### src/rtl/lsu_mem_arbiter_if.sv
// Bundle of LSU-lane request/response and data-memory signals shared by the arbiter.
// The slave modport is the arbiter's view; master is the lanes-plus-memory side.
interface lsu_mem_arbiter_if #(
    parameter int unsigned NUM_LANES = 2,
    parameter int unsigned ADDR_W    = 32,
    parameter int unsigned DATA_W    = 32
);
    logic [NUM_LANES-1:0]        req_valid;
    logic [NUM_LANES-1:0]        req_is_load;
    logic [NUM_LANES*ADDR_W-1:0] req_addr;
    logic [NUM_LANES*DATA_W-1:0] req_wdata;
    logic [NUM_LANES-1:0]        req_ready;
    logic [NUM_LANES-1:0]        resp_valid;
    logic [DATA_W-1:0]           resp_rdata;
    logic                        mem_stall;
    logic                        mem_rd_en;
    logic                        mem_wr_en;
    logic [ADDR_W-1:0]           mem_addr;
    logic [DATA_W-1:0]           mem_wdata;
    logic [DATA_W-1:0]           mem_rdata;

    modport slave (
        input  req_valid, req_is_load, req_addr, req_wdata, mem_stall, mem_rdata,
        output req_ready, resp_valid, resp_rdata, mem_rd_en, mem_wr_en, mem_addr, mem_wdata
    );

    modport master (
        output req_valid, req_is_load, req_addr, req_wdata, mem_stall, mem_rdata,
        input  req_ready, resp_valid, resp_rdata, mem_rd_en, mem_wr_en, mem_addr, mem_wdata
    );
endinterface

### src/rtl/lsu_mem_arbiter.sv
// Round-robin arbiter sharing one data-memory port among NUM_LANES LSU slots,
// with a single outstanding 1-cycle load tracked for response routing.
module lsu_mem_arbiter #(
    parameter int unsigned NUM_LANES = 2,
    parameter int unsigned ADDR_W    = 32,
    parameter int unsigned DATA_W    = 32
) (
    input  logic                clk,
    input  logic                rst_n,
    lsu_mem_arbiter_if.slave    bus
);
    localparam int unsigned LW = (NUM_LANES > 1) ? $clog2(NUM_LANES) : 1;

    logic [LW-1:0] rr_ptr_q, rr_ptr_d;
    logic          pend_valid_q, pend_valid_d;
    logic [LW-1:0] pend_lane_q, pend_lane_d;

    logic          gnt_found;
    logic [LW-1:0] gnt_idx;
    logic          grant_en;
    logic          gnt_is_load;

    // First valid lane at or after rr_ptr, wrapping modulo NUM_LANES.
    always_comb begin
        gnt_found = 1'b0;
        gnt_idx   = '0;
        for (int unsigned k = 0; k < NUM_LANES; k++) begin
            int unsigned idx;
            idx = (32'(rr_ptr_q) + k) % NUM_LANES;
            if (!gnt_found && bus.req_valid[idx]) begin
                gnt_found = 1'b1;
                gnt_idx   = LW'(idx);
            end
        end
    end

    assign grant_en    = rst_n && !bus.mem_stall && gnt_found;
    assign gnt_is_load = bus.req_is_load[gnt_idx];

    always_comb begin
        bus.req_ready = '0;
        bus.mem_rd_en = 1'b0;
        bus.mem_wr_en = 1'b0;
        bus.mem_addr  = '0;
        bus.mem_wdata = '0;
        if (grant_en) begin
            bus.req_ready[gnt_idx] = 1'b1;
            bus.mem_rd_en          = gnt_is_load;
            bus.mem_wr_en          = !gnt_is_load;
            bus.mem_addr           = bus.req_addr[32'(gnt_idx) * ADDR_W +: ADDR_W];
            if (!gnt_is_load) begin
                bus.mem_wdata = bus.req_wdata[32'(gnt_idx) * DATA_W +: DATA_W];
            end
        end
    end

    always_comb begin
        bus.resp_valid = '0;
        bus.resp_rdata = '0;
        if (rst_n && pend_valid_q) begin
            bus.resp_valid[pend_lane_q] = 1'b1;
            bus.resp_rdata              = bus.mem_rdata;
        end
    end

    always_comb begin
        rr_ptr_d     = rr_ptr_q;
        pend_valid_d = grant_en && gnt_is_load;
        pend_lane_d  = pend_lane_q;
        if (grant_en) begin
            rr_ptr_d = (gnt_idx == LW'(NUM_LANES - 1)) ? '0 : gnt_idx + 1'b1;
            if (gnt_is_load) begin
                pend_lane_d = gnt_idx;
            end
        end
    end

    always_ff @(posedge clk or negedge rst_n) begin
        if (!rst_n) begin
            rr_ptr_q     <= '0;
            pend_valid_q <= 1'b0;
            pend_lane_q  <= '0;
        end else begin
            rr_ptr_q     <= rr_ptr_d;
            pend_valid_q <= pend_valid_d;
            pend_lane_q  <= pend_lane_d;
        end
    end

    a_ready_onehot0: assert property (@(posedge clk) disable iff (!rst_n) $onehot0(bus.req_ready));
    a_resp_onehot0:  assert property (@(posedge clk) disable iff (!rst_n) $onehot0(bus.resp_valid));
    a_rd_wr_excl:    assert property (@(posedge clk) disable iff (!rst_n) !(bus.mem_rd_en && bus.mem_wr_en));
endmodule

### src/flat_wrapper.sv
// flat-port wrapper written by rule: the top's interface ports become plain ports
module lsu_mem_arbiter_flat 
#(
    parameter int unsigned NUM_LANES = 2,
    parameter int unsigned ADDR_W    = 32,
    parameter int unsigned DATA_W    = 32
)
  (clk, rst_n, bus_req_valid, bus_req_is_load, bus_req_addr, bus_req_wdata, bus_mem_stall, bus_mem_rdata, bus_req_ready, bus_resp_valid, bus_resp_rdata, bus_mem_rd_en, bus_mem_wr_en, bus_mem_addr, bus_mem_wdata);
  lsu_mem_arbiter_if #(.NUM_LANES(NUM_LANES), .ADDR_W(ADDR_W), .DATA_W(DATA_W)) bus_i ();
  input  logic clk;
  input  logic rst_n;
  input wire logic [$bits(bus_i.req_valid)-1:0] bus_req_valid;
  input wire logic [$bits(bus_i.req_is_load)-1:0] bus_req_is_load;
  input wire logic [$bits(bus_i.req_addr)-1:0] bus_req_addr;
  input wire logic [$bits(bus_i.req_wdata)-1:0] bus_req_wdata;
  input wire logic [$bits(bus_i.mem_stall)-1:0] bus_mem_stall;
  input wire logic [$bits(bus_i.mem_rdata)-1:0] bus_mem_rdata;
  output wire logic [$bits(bus_i.req_ready)-1:0] bus_req_ready;
  output wire logic [$bits(bus_i.resp_valid)-1:0] bus_resp_valid;
  output wire logic [$bits(bus_i.resp_rdata)-1:0] bus_resp_rdata;
  output wire logic [$bits(bus_i.mem_rd_en)-1:0] bus_mem_rd_en;
  output wire logic [$bits(bus_i.mem_wr_en)-1:0] bus_mem_wr_en;
  output wire logic [$bits(bus_i.mem_addr)-1:0] bus_mem_addr;
  output wire logic [$bits(bus_i.mem_wdata)-1:0] bus_mem_wdata;
  assign bus_i.req_valid = bus_req_valid;
  assign bus_i.req_is_load = bus_req_is_load;
  assign bus_i.req_addr = bus_req_addr;
  assign bus_i.req_wdata = bus_req_wdata;
  assign bus_i.mem_stall = bus_mem_stall;
  assign bus_i.mem_rdata = bus_mem_rdata;
  assign bus_req_ready = bus_i.req_ready;
  assign bus_resp_valid = bus_i.resp_valid;
  assign bus_resp_rdata = bus_i.resp_rdata;
  assign bus_mem_rd_en = bus_i.mem_rd_en;
  assign bus_mem_wr_en = bus_i.mem_wr_en;
  assign bus_mem_addr = bus_i.mem_addr;
  assign bus_mem_wdata = bus_i.mem_wdata;
  lsu_mem_arbiter #(.NUM_LANES(NUM_LANES), .ADDR_W(ADDR_W), .DATA_W(DATA_W)) u_core (.clk(clk), .rst_n(rst_n), .bus(bus_i));
endmodule
### config.mk
export PLATFORM = sky130hd
export DESIGN_NAME = lsu_mem_arbiter_flat
export DESIGN_NICKNAME = d
export VERILOG_FILES = /design/src/rtl/lsu_mem_arbiter_if.sv /design/src/rtl/lsu_mem_arbiter.sv /design/src/flat_wrapper.sv
export SDC_FILE = /design/constraint.sdc
export NUM_CORES = 1
export LEC_CHECK = 0
export BUFFER_PORTS_ARGS = -buffer_cell sky130_fd_sc_hd__buf_2
export CAP_MARGIN = 0
export CORE_AREA = 10 10 95 97
export DETAILED_ROUTE_END_ITERATION = 6
export DIE_AREA = 0 0 105 107
export GPL_ROUTABILITY_DRIVEN = 1
export PLACE_DENSITY = 0.68
export SLEW_MARGIN = 40
export SYNTH_ARGS = -nofsm -noshare
export SYNTH_HDL_FRONTEND = slang
export SYNTH_SLANG_ARGS = --single-unit
### constraint.sdc
create_clock -name clk -period 3.1 [get_ports clk]
set_clock_uncertainty 0.05 [all_clocks]
set_input_delay 0.465 -clock clk [delete_from_list [all_inputs] [get_ports clk]]
set_output_delay 0.465 -clock clk [all_outputs]
set_load 0.01 [all_outputs]
* Yosys cells after proc, flatten, opt, wreduce, memory -nomap -nowiden
Cells that the tools add are included.
** Storage, ports and cells
- Bits in writable memories :: 0
- Memories kept :: 0
- Word-level logic and storage cells :: 47
- Latch bits :: 0
- Output and inout port bits :: 102
- Register bits :: 3
- Memory bits (read-only) :: 0
** Operators by class
- Bitwise operators :: 0
- Div/mod/pow operators :: 0
- Order comparisons :: 6
- Shifts and indexed selects :: 2
- Multipliers :: 0
- Equality and inequality tests :: 0
- Reduce and logical (&&, ||, !) cells :: 11
- $add $sub $neg :: 2
- Multiplexer cells :: 23
** Operators by type and width (number)
- 32-bit two-way mux :: 4
- 64-bit by 7-bit variable part select with 32-bit output :: 2
- 1-bit two-way mux :: 15
- 1-bit by 2-bit < comparator with 1-bit output (second input constant) :: 4
- 1-bit logical AND :: 7
- 2-bit two-way mux :: 2
- 1-bit logical NOT :: 3
- 1-bit adder (second input constant) :: 2
- 1-bit demux with 1-bit select :: 2
- 1-bit >= comparator (second input constant) :: 2
- 2-bit AND reduction :: 1

* Logic depth before layout (Yosys ltp)
Gate-level depths: netlist of run 1.
- Depth after elaboration :: 11
- Mapped depth :: 6

* Worst setup path before layout of run 1
Ideal clock, no wire load.
- Path kind :: input-to-output
- From :: input port bus_req_valid[1]
- To :: output port bus_mem_wdata[23]
- Stages :: 5
- Arrival time :: 1.370 ns
- Data required time :: 2.585 ns
- Setup slack :: 1.215 ns
- Path through :: buf_2 > buf_2 > buf_1 > nand3_1 > a21oi_1
** On the way
- Longest elaborated chain between the ends :: 10
- Elaborated cells between the ends (all ways) :: 16
- Those cells by class :: shift: 1; mux: 12; reduce/logical: 3
** RTL lines
- start: declaration :: RTL line flat_wrapper.sv:12 : input wire logic [$bits(bus_i.req_valid)-1:0] bus_req_valid;
- parallel branches: the longest is 9 deep, another holds 64-bit by 7-bit variable part select with 32-bit output
- 32-bit two-way mux * :: RTL line lsu_mem_arbiter.sv:46 : if (grant_en) begin
- end: declaration :: RTL line flat_wrapper.sv:24 : output wire logic [$bits(bus_i.mem_wdata)-1:0] bus_mem_wdata;
Mark *: on every way between the ends. The select of a mux whose other input is x is not followed.

* Worst setup path after layout of run 1
- From :: register u_core.rr_ptr_q
- To :: output port bus_mem_wdata[3]
** On the way
- Longest elaborated chain between the ends :: 10
- Elaborated cells between the ends (all ways) :: 17
- Those cells by class :: add/sub: 1; shift: 1; mux: 12; reduce/logical: 3
** RTL lines
- start: declaration :: RTL line lsu_mem_arbiter.sv:14 : logic [LW-1:0] rr_ptr_q, rr_ptr_d;
- start signal: assignment :: RTL line lsu_mem_arbiter.sv:84 : rr_ptr_q <= rr_ptr_d;
- parallel branches: the longest is 9 deep, another holds 64-bit by 7-bit variable part select with 32-bit output
- 32-bit two-way mux * :: RTL line lsu_mem_arbiter.sv:46
Marked as above.

==> impl_metrics.xml, run 1 <==
<?xml version="1.0" encoding="UTF-8"?>
<metrics>
  <group name="critical_path">
    <metric name="r2r-start" unit="">u_core.rr_ptr_q</metric>
    <metric name="timing.reg2reg.worst_path_depth" unit="">3</metric>
    <metric name="timing.critical_path.from_type" unit="">flip-flop</metric>
    <metric name="worstPathMaxFanout" unit="">45</metric>
    <metric name="path_class" unit="">flip-flop to output port</metric>
    <metric name="worst_ep_arrival_time" unit="ns">1.96</metric>
    <metric name="r2r_slack" unit="ns">1.72</metric>
    <metric name="setup.worst_path.end_class" unit="">output port</metric>
    <metric name="crit-reg2reg-capture" unit="">u_core.pend_valid_q</metric>
    <metric name="worst_ep_required_time" unit="ns">2.58</metric>
  </group>
  <group name="route">
    <metric name="first_pass_iters" unit="">4</metric>
    <metric name="wire_per_inst" unit="um">17.25</metric>
    <metric name="drtIter0Drc" unit="">128</metric>
    <metric name="route.antenna.remaining_nets" unit="">0</metric>
    <metric name="drc" unit="">0</metric>
    <metric name="detail_route.wirelength" unit="um">10230</metric>
    <metric name="route.vias.total" unit="">2822</metric>
    <metric name="via_count_normalized_by_instance_count" unit="">4.759</metric>
  </group>
  <group name="worst_hold_path">
    <metric name="min_path_type" unit="">input port to async pin</metric>
  </group>
  <group name="sta">
    <metric name="max_freq" unit="MHz">404.0</metric>
    <metric name="timing.final.max_slew_violations" unit="">0</metric>
    <metric name="rsz0062_at_grt" unit="">false</metric>
    <metric name="finalSetupViolations" unit="">0</metric>
    <metric name="final.period_utilization" unit="">0.7984</metric>
    <metric name="maxSlewHeadroom" unit="">0.4938</metric>
    <metric name="timing.hold.ws" unit="ns">0.1815</metric>
    <metric name="tightestPinTransition" unit="ns">0.7593</metric>
    <metric name="hold_viol" unit="">0</metric>
    <metric name="setup_total_negative_slack" unit="ns">0</metric>
    <metric name="final_period_minus_worst_setup_slack" unit="ns">2.475</metric>
  </group>
  <group name="synth">
    <metric name="ys_ff_latch" unit="">3</metric>
    <metric name="post_synth_instance_area" unit="um2">1617</metric>
    <metric name="ys_seq_area_frac" unit="">0.04644</metric>
    <metric name="yosys_top_cell_by_area" unit="">a211o_1</metric>
    <metric name="synth.top_cell.area_share" unit="">0.1734</metric>
    <metric name="yosysWarnings" unit="">0</metric>
    <metric name="syn_nets" unit="">418</metric>
    <metric name="synth_area_leaders" unit="">a211o_1 17%, a22o_1 17%, and3_1 13%, a21oi_1 11%, nand3_1 11%</metric>
    <metric name="netlist_instances" unit="">251</metric>
    <metric name="synth_cell_type_count" unit="">23</metric>
    <metric name="syn_avg_cell_area" unit="um2">6.440</metric>
  </group>
  <group name="die">
    <metric name="design.die.area" unit="um2">11240</metric>
    <metric name="floorplan.die.width" unit="um">105</metric>
    <metric name="floorplan.rows" unit="">31</metric>
    <metric name="starting_utilization_of_the_core_area" unit="">0.2265</metric>
    <metric name="pin_count" unit="">269</metric>
    <metric name="die-height" unit="um">107</metric>
    <metric name="core_area" unit="um2">7137</metric>
  </group>
  <group name="grt">
    <metric name="grt_usage" unit="">0.1607</metric>
    <metric name="grt_pass1_vias" unit="">2858</metric>
    <metric name="gr-total-overflow" unit="">0</metric>
    <metric name="grt_start_max_net_pins" unit="">46</metric>
    <metric name="first_pass_grt_wire_length" unit="um">15250</metric>
    <metric name="antenna_found_initial" unit="">1</metric>
  </group>
  <group name="cts">
    <metric name="post_cts_buffers" unit="">0</metric>
    <metric name="clkSlewWorstSetupHoldPaths" unit="ns">0.03</metric>
    <metric name="post_cts.resized_instances" unit="">0</metric>
    <metric name="cts-root-buf" unit="">clkbuf_8</metric>
    <metric name="cts_tree" unit="">built</metric>
    <metric name="h-tree-depth" unit="">1</metric>
    <metric name="cts_max_path_buffers" unit="">2</metric>
    <metric name="cts_inserted_buffers" unit="">3</metric>
    <metric name="numClockSinks" unit="">3</metric>
    <metric name="holdBufCountCts" unit="">0</metric>
    <metric name="clock_insertion_delay_at_the_later_pin_of_the_skew_report" unit="ns">0.21</metric>
  </group>
  <group name="layout">
    <metric name="n_antenna_cell" unit="">0</metric>
    <metric name="drive_gt1_frac" unit="">0.5709</metric>
    <metric name="most-common-layout-cells" unit="">268 x buf_2, 35 x a21oi_1, 34 x and3_1, 34 x nand3_1</metric>
    <metric name="final_nets" unit="">662</metric>
    <metric name="leading_cell_type_in_the_layout_fill_and_taps_excluded" unit="">buf_2</metric>
    <metric name="post-route-util" unit="">0.4181</metric>
    <metric name="area_growth_syn_to_layout" unit="%">84.60</metric>
  </group>
  <group name="place">
    <metric name="portBuffers" unit="">268</metric>
    <metric name="place.gp.congestion" unit="">0.9003</metric>
    <metric name="dp.final_hpwl" unit="um">8712</metric>
  </group>
  <group name="power_and_ir_drop">
    <metric name="power.ir.vdd_worst" unit="mV">0.1208</metric>
    <metric name="power_density" unit="nW/um2">179.6</metric>
    <metric name="p_leak" unit="nW">2.011</metric>
  </group>
  <group name="run_status">
    <metric name="run_status" unit="">completed</metric>
  </group>
  <group name="job">
    <metric name="maxCapViolCount" unit="">0</metric>
  </group>
</metrics>
[cells by family (layout without fill, tap and decap cells)]
logic type / count (synthesis) / count (layout) / synth area share
flip-flops: 3 / 3 / 0.04644
buffers and inverters: 68 / 311 / 0.2067
AND/OR/NAND/NOR: 77 / 77 / 0.2724
AO/OA/AOI/OAI: 103 / 103 / 0.4745
[synthesized netlist by cell type (all sizes together)]
cell and count:
a21oi 35, and3 34, nand3 34, a211o 32
a22o 32, inv 32, buf 21, clkbuf 15
dfrtp 3, nand2 3, nand2b 2, a21boi 1
a31oi 1, and2 1, and2b 1, nor2 1
nor2b 1, o21ai 1, o2bb2ai 1
[report_power, final]
group | switching (W) | internal (W)
Clock | 0.0000279 | 0.0000879
Sequential | 0.0000104 | 0.0000462
Combinational | 0.000188 | 0.000176
[critical path: stages (launching register included)]
cell and delay, ns:
dfrtp_1 0.41, nand2b_4 0.36, buf_4 0.33, a211o_1 0.31, a21oi_1 0.16, buf_2 0.16
[metrics by stage]
| step | cells | power, W | worst slack (ns) | area, um2 |
|---|---|---|---|---|
| 2_1_floorplan | 251 | 0.0002612 | 1.215 | 1617 |
| 3_3_place_gp | 588 | 0.0004121 | 0.4926 | 2917 |
| 3_5_place_dp | 588 | 0.0004211 | 0.7033 | 2924 |
| 4_1_cts | 592 | 0.0005413 | 0.6291 | 2969 |
| 5_1_grt | 593 | 0.0005861 | 0.5134 | 2984 |
| 6_report | 593 | 0.0005360 | 0.6249 | 2984 |
[layout make-up]
type | count | area [um2]
fillers | 783 | 4153
repair buffers | 275 | 1401
multi-input cells | 180 | 1219
well taps | 99 | 123.9
inverters | 32 | 120.1
flip-flops and latches | 3 | 75.07
clock buffers | 4 | 45.04
[how the worst max path moves through the flow]
stage / cells after the start / end / from
after detailed placement: 6 / bus_mem_addr[0] / bus_req_valid[1]
after global routing: 5 / bus_mem_wdata[3] / u_core.rr_ptr_q
after CTS: 5 / bus_mem_wdata[3] / u_core.rr_ptr_q
after floorplan: 5 / bus_mem_wdata[23] / bus_req_valid[1]
final: 5 / bus_mem_wdata[3] / u_core.rr_ptr_q
after global placement: 5 / bus_mem_wdata[3] / bus_req_valid[0]
[layer usage]
layer / part of all wire / GRT usage / vias up
li1: - / - / 1407
met1: 0.41 / 0.1851 / 1250
met2: 0.50 / 0.2929 / 159
met3: 0.087 / 0.04850 / 4
met4: 0.0024 / 0.02059 / 2
met5: 0.00098 / 0 / -
[state kept, by name, summed over array words and instances, names as in the netlist]
name	flops
u_core.pend_lane_q	1
u_core.pend_valid_q	1
u_core.rr_ptr_q	1
(Power assumes the default switching activity.)
==> run 2, diff against run 1 <==
--- a/config.mk
+++ b/config.mk
@@ -7,11 +7,11 @@
 export LEC_CHECK = 0
 export BUFFER_PORTS_ARGS = -buffer_cell sky130_fd_sc_hd__buf_2
 export CAP_MARGIN = 0
-export CORE_AREA = 10 10 95 97
+export CORE_AREA = 10 10 96 98
 export DETAILED_ROUTE_END_ITERATION = 6
-export DIE_AREA = 0 0 105 107
+export DIE_AREA = 0 0 106 108
 export GPL_ROUTABILITY_DRIVEN = 1
-export PLACE_DENSITY = 0.68
+export PLACE_DENSITY = 0.67
 export SLEW_MARGIN = 40
 export SYNTH_ARGS = -nofsm -noshare
 export SYNTH_HDL_FRONTEND = slang
==> constraint.sdc (replaced) <==
create_clock -name clk -period 2.6 [get_ports clk]
set_clock_uncertainty 0.05 [all_clocks]
set_input_delay 0.39 -clock clk [delete_from_list [all_inputs] [get_ports clk]]
set_output_delay 0.39 -clock clk [all_outputs]
set_load 0.01 [all_outputs]
==> impl_metrics.xml, run 2 (synthesis results as in run 1) <==
<?xml version="1.0" encoding="UTF-8"?>
<metrics>
  <group name="cts">
    <metric name="clock_insertion_delay_at_the_later_pin_of_the_skew_report" unit="ns">0.22</metric>
    <metric name="post_cts_buffers" unit="">0</metric>
    <metric name="cts_tree" unit="">built</metric>
    <metric name="cts_inserted_buffers" unit="">3</metric>
    <metric name="post_cts.resized_instances" unit="">0</metric>
    <metric name="cts_max_path_buffers" unit="">2</metric>
    <metric name="cts-root-buf" unit="">clkbuf_8</metric>
    <metric name="holdBufCountCts" unit="">0</metric>
    <metric name="h-tree-depth" unit="">1</metric>
    <metric name="clkSlewWorstSetupHoldPaths" unit="ns">0.03</metric>
    <metric name="numClockSinks" unit="">3</metric>
  </group>
  <group name="layout">
    <metric name="final.fill_count" unit="">801</metric>
    <metric name="final-seq-area" unit="um2">75.07</metric>
    <metric name="multiInputGateArea" unit="um2">1211</metric>
    <metric name="final_nets" unit="">662</metric>
    <metric name="post-route-util" unit="">0.4036</metric>
    <metric name="area_growth_syn_to_layout" unit="%">85.91</metric>
    <metric name="most-common-layout-cells" unit="">268 x buf_2, 35 x a21oi_1, 34 x and3_1, 34 x nand3_1</metric>
    <metric name="leading_cell_type_in_the_layout_fill_and_taps_excluded" unit="">buf_2</metric>
    <metric name="layout_top_registers" unit="">u_core.pend_lane_q (1), u_core.pend_valid_q (1), u_core.rr_ptr_q (1)</metric>
    <metric name="drive_gt1_frac" unit="">0.5709</metric>
  </group>
  <group name="critical_path">
    <metric name="worst_ep_arrival_time" unit="ns">1.78</metric>
    <metric name="worstPathMaxFanout" unit="">25</metric>
    <metric name="cp_cell_sequence" unit="">nand2b_4 &gt; buf_4 &gt; a211o_1 &gt; a21oi_1 &gt; buf_2</metric>
    <metric name="worst_ep_required_time" unit="ns">2.16</metric>
    <metric name="critical-path-top-delay-family" unit="">compound AO/OA/AOI/OAI gates</metric>
    <metric name="crit_buf_inv" unit="">2</metric>
    <metric name="path_class" unit="">flip-flop to output port</metric>
    <metric name="timing.critical_path.slowest_stage_cell" unit="">dfrtp_1</metric>
    <metric name="setup.worst_path.end_class" unit="">output port</metric>
    <metric name="timing.critical_path.from_type" unit="">flip-flop</metric>
    <metric name="max_stage_delay" unit="ns">0.40</metric>
  </group>
  <group name="grt">
    <metric name="grt_pass1_vias" unit="">2854</metric>
    <metric name="first_pass_grt_wire_length" unit="um">15070</metric>
    <metric name="grt_usage" unit="">0.1566</metric>
    <metric name="gr-total-overflow" unit="">0</metric>
    <metric name="antenna_found_initial" unit="">1</metric>
    <metric name="grt_start_max_net_pins" unit="">50</metric>
  </group>
  <group name="sta">
    <metric name="timing.final.max_slew_violations" unit="">0</metric>
    <metric name="max_freq" unit="MHz">451.4</metric>
    <metric name="hold_viol" unit="">0</metric>
    <metric name="rsz0062_at_grt" unit="">false</metric>
    <metric name="setup_total_negative_slack" unit="ns">0</metric>
    <metric name="setup_ws" unit="ns">0.3845</metric>
    <metric name="tightestPinTransition" unit="ns">0.7262</metric>
    <metric name="finalSetupViolations" unit="">0</metric>
    <metric name="timing.hold.ws" unit="ns">0.09812</metric>
    <metric name="maxSlewHeadroom" unit="">0.5159</metric>
    <metric name="final.period_utilization" unit="">0.8521</metric>
    <metric name="final_period_minus_worst_setup_slack" unit="ns">2.216</metric>
  </group>
  <group name="power_and_ir_drop">
    <metric name="power_density" unit="nW/um2">215.8</metric>
    <metric name="power.total" unit="W">0.0006484</metric>
    <metric name="p_leak" unit="nW">2.017</metric>
    <metric name="power.ir.vdd_worst" unit="mV">0.1208</metric>
  </group>
  <group name="route">
    <metric name="route.vias.total" unit="">2860</metric>
    <metric name="via_count_normalized_by_instance_count" unit="">4.775</metric>
    <metric name="drtIter0Drc" unit="">176</metric>
    <metric name="drc" unit="">0</metric>
    <metric name="route.antenna.remaining_nets" unit="">0</metric>
    <metric name="detail_route.wirelength" unit="um">10050</metric>
    <metric name="first_pass_iters" unit="">4</metric>
    <metric name="wire_per_inst" unit="um">16.78</metric>
  </group>
  <group name="place">
    <metric name="dp.final_hpwl" unit="um">8530</metric>
    <metric name="place.gp.congestion" unit="">0.8725</metric>
    <metric name="portBuffers" unit="">268</metric>
    <metric name="dp_worst_setup_slack" unit="ns">0.4272</metric>
  </group>
  <group name="run_status">
    <metric name="run_status" unit="">completed</metric>
  </group>
  <group name="die">
    <metric name="design.die.area" unit="um2">11450</metric>
    <metric name="pin_count" unit="">269</metric>
    <metric name="die-height" unit="um">108</metric>
    <metric name="starting_utilization_of_the_core_area" unit="">0.2171</metric>
    <metric name="floorplan.die.width" unit="um">106</metric>
    <metric name="floorplan.rows" unit="">32</metric>
    <metric name="core_area" unit="um2">7447</metric>
  </group>
  <group name="job">
    <metric name="maxCapViolCount" unit="">0</metric>
  </group>
  <group name="worst_hold_path">
    <metric name="min_path_type" unit="">input port to async pin</metric>
  </group>
</metrics>
run 2: stage by stage:
stage          cell area, um2  std cells
2_1_floorplan            1617        251
3_3_place_gp             2953        592
3_5_place_dp             2953        592
4_1_cts                  2998        596
5_1_grt                  2998        596
6_report                 3005        599
run 2: layer usage:
metal,part of all wire,vias to the layer above,global-route usage
li1,-,1413,-
met5,0,-,0
met2,0.49,166,0.2703
met1,0.40,1271,0.1801
met3,0.099,10,0.05949
met4,0.012,0,0.03578
run 2: worst paths after layout:
path | slack, ns | cells past startpoint | end | startpoint
worst max-delay path | 0.38 | 5 | bus_mem_wdata[25] | u_core.rr_ptr_q
worst min-delay path | 0.1 | 2 | u_core.pend_lane_q | rst_n
worst max register to register | 1.11 | 4 | u_core.pend_valid_q | u_core.rr_ptr_q
worst min register to register | 0.48 | 1 | u_core.rr_ptr_q | u_core.rr_ptr_q
max in group asynchronous | 2.19 | 2 | u_core.rr_ptr_q | rst_n
min in group clk | 0.42 | 3 | u_core.pend_lane_q | bus_mem_stall
run 2: layout make-up:
type | instances | share of cell area
inverter | 32 | 0.03997
clock buffer | 4 | 0.01499
sequential | 3 | 0.02498
timing repair buffer | 275 | 0.4721
multi-input combinational | 180 | 0.4030
antenna | 3 | 0.002498
tap | 102 | 0.04246
run 2: worst register-to-register path: stages, from the launching register on:
cell      delay (ns)
dfrtp_1         0.39
nand2b_4        0.33
buf_4           0.27
nand3_1         0.13
a21oi_1         0.24
run 2: where the power goes:
group | switching [W] | total (W) | leakage [nW] | internal [W]
logic | 0.000224 | 0.000441 | 1.96 | 0.000218
registers | 0.0000127 | 0.0000678 | 0.0368 | 0.0000551
clock network | 0.0000345 | 0.000139 | 0.0228 | 0.000105
